### config.mk
export PLATFORM = sky130hd
export DESIGN_NAME = sram_fifo_ctrl
export DESIGN_NICKNAME = d
export VERILOG_FILES = /design/src/rtl/sram_fifo_ctrl_pkg.sv /design/src/rtl/sram_fifo_ctrl.sv
export SDC_FILE = /design/constraint.sdc
export NUM_CORES = 1
export LEC_CHECK = 0
export CORE_MARGIN = 5
export CORE_UTILIZATION = 44
export CTS_CLUSTER_SIZE = 16
export DETAILED_ROUTE_END_ITERATION = 8
export PLACE_DENSITY = 0.95
export SKIP_LAST_GASP = 1
export SYNTH_ARGS = -nofsm -noshare
export SYNTH_HDL_FRONTEND = slang
export SYNTH_SLANG_ARGS = --single-unit
### constraint.sdc
create_clock -name clk -period 11.75 [get_ports clk]
set_input_delay 1.175 -clock clk [delete_from_list [all_inputs] [get_ports clk]]
set_output_delay 1.175 -clock clk [all_outputs]
set_load 0.005 [all_outputs]
### src/rtl/sram_fifo_ctrl_pkg.sv
// sram_fifo_ctrl_pkg
// Shared defaults for the SRAM-backed FWFT FIFO controller.
//   DEF_AWIDTH : default SRAM address width (depth = 2^DEF_AWIDTH)
//   DEF_DWIDTH : default data word width
package sram_fifo_ctrl_pkg;
   localparam int DEF_AWIDTH = 12;
   localparam int DEF_DWIDTH = 72;
endpackage

### src/rtl/sram_fifo_ctrl.sv
// sram_fifo_ctrl
// First-word-fall-through FIFO controller around a dual-port SRAM macro
// (1-cycle write, combinational read). One extra word is held in the
// m_data output register, so capacity is 2^AWIDTH + 1 words.
// Ports:
//   clk, rstb              : clock, asynchronous active-low reset
//   flush                  : synchronous clear, overrides push/pop
//   s_valid/s_ready/s_data : upstream valid/ready slave port
//   m_valid/m_ready/m_data : downstream registered valid/ready master port
//   level                  : words held (SRAM + output register)
//   ram_*                  : SRAM macro pins, wired one-to-one
module sram_fifo_ctrl
   import sram_fifo_ctrl_pkg::*;
#(
   parameter int AWIDTH = DEF_AWIDTH,
   parameter int DWIDTH = DEF_DWIDTH
) (
   input  logic              clk,
   input  logic              rstb,
   input  logic              flush,
   input  logic              s_valid,
   output logic              s_ready,
   input  logic [DWIDTH-1:0] s_data,
   output logic              m_valid,
   input  logic              m_ready,
   output logic [DWIDTH-1:0] m_data,
   output logic [AWIDTH+1:0] level,
   output logic              ram_mem_en,
   output logic              ram_wea,
   output logic              ram_regceb,
   output logic [DWIDTH-1:0] ram_dina,
   output logic [AWIDTH-1:0] ram_addra,
   output logic [AWIDTH-1:0] ram_addrb,
   input  logic [DWIDTH-1:0] ram_doutb
);

   localparam int PW = AWIDTH + 1;
   localparam int LW = AWIDTH + 2;
   localparam logic [PW-1:0] FULL_CNT = {1'b1, {AWIDTH{1'b0}}};

   logic [PW-1:0]     r_wr_ptr;
   logic [PW-1:0]     r_rd_ptr;
   logic              r_rdy;
   logic              r_m_valid;
   logic [DWIDTH-1:0] r_m_data;
   logic [LW-1:0]     r_level;

   logic [PW-1:0]     w_sram_cnt;
   logic              w_sram_full;
   logic              w_sram_empty;
   logic              w_push;
   logic              w_pop_out;
   logic              w_fetch;

   // Full/empty use registered pointers only, so a word written this
   // cycle is never visible to the read side until after the edge.
   assign w_sram_cnt   = r_wr_ptr - r_rd_ptr;
   assign w_sram_full  = (w_sram_cnt == FULL_CNT);
   assign w_sram_empty = (r_wr_ptr == r_rd_ptr);

   assign s_ready   = r_rdy & ~w_sram_full & ~flush;
   assign w_push    = s_valid & s_ready;
   assign w_pop_out = r_m_valid & m_ready;
   // Refill the output register when it is empty or being drained.
   assign w_fetch   = r_rdy & ~w_sram_empty & ~flush & (~r_m_valid | m_ready);

   assign ram_wea    = w_push;
   assign ram_regceb = w_fetch;
   assign ram_mem_en = w_push | w_fetch;
   assign ram_dina   = s_data;
   assign ram_addra  = r_wr_ptr[AWIDTH-1:0];
   assign ram_addrb  = r_rd_ptr[AWIDTH-1:0];

   assign m_valid = r_m_valid;
   assign m_data  = r_m_data;
   assign level   = r_level;

   always_ff @(posedge clk or negedge rstb) begin
      if (!rstb) begin
         r_rdy     <= 1'b0;
         r_wr_ptr  <= '0;
         r_rd_ptr  <= '0;
         r_m_valid <= 1'b0;
         r_m_data  <= '0;
         r_level   <= '0;
      end else begin
         r_rdy <= 1'b1;
         if (flush) begin
            r_wr_ptr  <= '0;
            r_rd_ptr  <= '0;
            r_m_valid <= 1'b0;
            r_level   <= '0;
         end else begin
            if (w_push) r_wr_ptr <= r_wr_ptr + PW'(1);
            if (w_fetch) begin
               r_rd_ptr  <= r_rd_ptr + PW'(1);
               r_m_data  <= ram_doutb;
               r_m_valid <= 1'b1;
            end else if (w_pop_out) begin
               r_m_valid <= 1'b0;
            end
            // A fetch only moves a word from SRAM to the output register,
            // so the total changes only by push in and pop out.
            r_level <= r_level + LW'(w_push) - LW'(w_pop_out);
         end
      end
   end

endmodule
==> impl_metrics.csv <==
group,metric,value,unit
status,outcome,"finished clean",
sta,tightestPinTransition,0.8260,ns
place,buffer_ports.inserted,191,
worst_setup_path,worst-path-max-fanout,22,
worst_setup_path,worst-endpoint-arrival,5.53,ns
global_routing,groute.usage.overall,19.51,%
route,first_pass_iters,4,
pwr,power.static_leakage,3.548,nW
sta,rsz0062_at_grt,"false",
clock_network,tritoncts_clock_tree,"built",
clock_network,cts_hold_buffers,0,
route,drc,0,
die,fp.dieW,133.1,µm
die,num_rows,45,
yosys,synth.area.top_cells,"dfrtp_1, mux2_2, buf_4",
sta,worst_slew_margin,44.93,%
die,start_util,44.32,%
clock_network,cts_max_level,4,
global_routing,via_count_of_the_first_global_routing_pass,5228,
clock_network,cts_root_buf,"clkbuf_16",
clock_network,clkLatencyLatePin,0.41,ns
sta,drv_slew,0,
worst_setup_path,setup.worst_path.end_class,"register",
sta,finalHoldViolations,0,
pwr,design_power_total,1.907,mW
clock_network,clk_pin_slew_worst_paths,0.05,ns
worst_setup_path,worst-endpoint-required,12.02,ns
worst_setup_path,setup.worst_path.end,"level[13]",
sta,worst_clock_skew,0.01170,ns
die,floorplan.die_area,17700,µm²
final_layout,areaGrowthSynthToFinish,28.81,%
sta,timing.final.ws_setup,6.488,ns
die,fp.coreArea,15030,µm²
yosys,ys_ff_latch,114,
global_routing,grt_max_degree,64,
clock_network,numCtsBuffers,17,
global_routing,met3_usage_in_global_routing,10.23,%
global_routing,met2_usage,33.75,%
yosys,synth_cell_types,67,
clock_network,clock_path_buffers,2,
global_routing,antenna_found_initial,0,
run,cap_violations,0,
worst_setup_path,regToRegSetupSlack,6.49,ns
route,post_dr_vias_cell,5.380,
yosys,ys_seq_area_share,42.82,%
yosys,post_synth_top_area_share,42.82,%
final_layout,finish.net_count,900,
die,chipHeight,133.1,µm
final_layout,mostFrequentLayoutCell,"clkdlybuf4s50_1",
place,preCtsSetupSlack,6.438,ns
yosys,synth_nets,801,
sta,finalCriticalPeriod,5.262,ns
worst_hold_path,worst_min_delay_path_category,"reg2reg",
clock_network,post_cts.repair.setup_buffers,0,
clock_network,cts.sink_count,114,
yosys,postSynthCellCount,623,
yosys,synth_flop_cell,"dfrtp_1",
yosys,postSynthAreaPerCell,10.69,µm²
die,io_pins,336,
global_routing,grt_remaining_overflow,0,
place,detailed_place_hpwl,12980,µm
yosys,asyncSetResetFlopFracSynth,100.0,%
pwr,powerDensity,222.2,nW/µm²
yosys,syn_area,6663,µm²
route,drt-total-wl,17110,µm
final_layout,final_cells,921,
global_routing,grt_first_pass_wirelength,27230,µm
final_layout,drive_gt1_share,18.42,%
yosys,number_of_flops_mapped_to_enable_cells_by_yosys,0,
global_routing,met1_routing_resource_usage_after_global_routing,20.47,%
pwr,vdd_ir_drop_max,158.9,µV
place,final_weighted_congestion_of_routability_driven_global_placement,0.8822,
global_routing,top_usage_layer,"met2",
final_layout,antenna_cells,0,
route,drt_iter0_markers,329,
route,route.antenna.remaining_nets,0,
worst_setup_path,launching_element_type_of_the_critical_path,"register",
worst_setup_path,number_of_cell_instances_on_the_worst_register_to_register_path,21,
clock_network,postCtsResizedCells,0,
yosys,ys.warnings.count,0,
yosys,synth_largest_area_cell,"dfrtp_1",
final_layout,final_cell_mix,"clkdlybuf4s50_1, dfrtp_1, mux2_2",
route,wl_per_cell,18.58,µm
route,vias,4955,
place,placedCellCount,891,
worst_setup_path,r2r-start,"r_wr_ptr[5]",
sta,hold_ws,0.5044,ns
sta,totalNegativeSetupSlack,0,ns
worst_setup_path,timing_worst_setup_path_type,"reg2reg",
sta,min_period_over_period,44.78,%
sta,fmaxAchievable,0.1901,GHz
sta,setup_violators_final,0,
worst_setup_path,reg2reg_to,"level[13]",
worst_setup_path,timing.critical_path.from,"r_wr_ptr[5]",
layer usage:
| layer | wire length [µm] | vias up | share of wire, % |
|---|---|---|---|
| met5 | 0 | - | 0 |
| met4 | 342 | 0 | 2.0 |
| met3 | 1880 | 34 | 11 |
| met2 | 8654 | 234 | 51 |
| met1 | 6235 | 2423 | 36 |
| li1 | - | 2264 | - |
cell usage after synthesis (6+ instances only):
cell / number
a21oi_1: 15
inv_1: 33
nor2b_1: 9
dfrtp_1: 114
xor2_1: 7
a21o_1: 8
xnor2_1: 20
ha_1: 28
nor2_1: 40
clkbuf_1: 10
or2_2: 6
nand4_1: 6
buf_4: 97
nand2_1: 22
nor3_1: 10
mux2_2: 75
nand3_1: 19
o21ai_0: 9
report_power, final:
part	internal (mW)	switching, mW
clock network	0.314	0.176
logic	0.486	0.302
registers	0.539	0.0891
total	1.34	0.567
stage by stage:
stage	util [%]	area, µm²
5_1_grt	57.09	8582
3_5_place_dp	53.36	8021
3_3_place_gp	53.36	8021
2_1_floorplan	-	6663
4_1_cts	57.09	8582
6_report	57.09	8582
logic make-up after synthesis:
logic type | Yosys count | synth area share (%)
buffers and inverters | 150 | 14.35
AND/OR/NAND/NOR | 146 | 11.44
flip-flops | 114 | 42.82
multiplexers | 81 | 13.65
AO/OA/AOI/OAI | 75 | 8.582
adder cells (fa/ha/maj) | 29 | 5.559
XOR/XNOR | 27 | 3.549
other | 1 | 0.05628
critical path: stages, from the launching register on:
cell and delay (ns):
dfrtp_1 0.49, ha_1 0.55, a21o_1 0.27, a21oi_1 0.09, a211oi_1 0.26, nand4_1 0.11, nand4b_1 0.24, a2111oi_4 0.22
buf_4 0.29, nor2_1 0.09, nand2_1 0.09, ha_1 0.21, inv_1 0.06, ha_1 0.27, a21o_1 0.18, a21o_1 0.21
a2111oi_0 0.59, o311ai_0 0.38, nand2_1 0.17, o21ai_0 0.12, xnor2_1 0.17, nor2_1 0.05
registers in the layout (all words and copies together), names as in the netlist:
register,count
m_data,72
r_rd_ptr,13
r_wr_ptr,13
m_valid,1
r_rdy,1
level,14
layout make-up:
type | count | area [µm²]
clock buffers | 21 | 450.4
multi-input cells | 359 | 2859
clock inverters | 9 | 110.1
fillers | 1181 | 6451
well taps | 188 | 235.2
repair buffers | 196 | 1947
inverters | 34 | 127.6
flip-flops and latches | 114 | 2853
worst min path at each step:
| stage | slack [ns] | cells after the start | endpoint | from |
|---|---|---|---|---|
| after CTS | 0.51 | 1 | m_data[6] | m_data[6] |
| after global routing | 0.52 | 1 | m_data[49] | m_data[49] |
| final | 0.50 | 1 | m_data[56] | m_data[56] |
| after floorplan | 0.50 | 1 | r_wr_ptr[8] | r_wr_ptr[8] |
| after global placement | 0.49 | 1 | m_data[64] | m_data[64] |
| after detailed placement | 0.49 | 1 | m_data[6] | m_data[6] |
(Power assumes the default switching activity.)
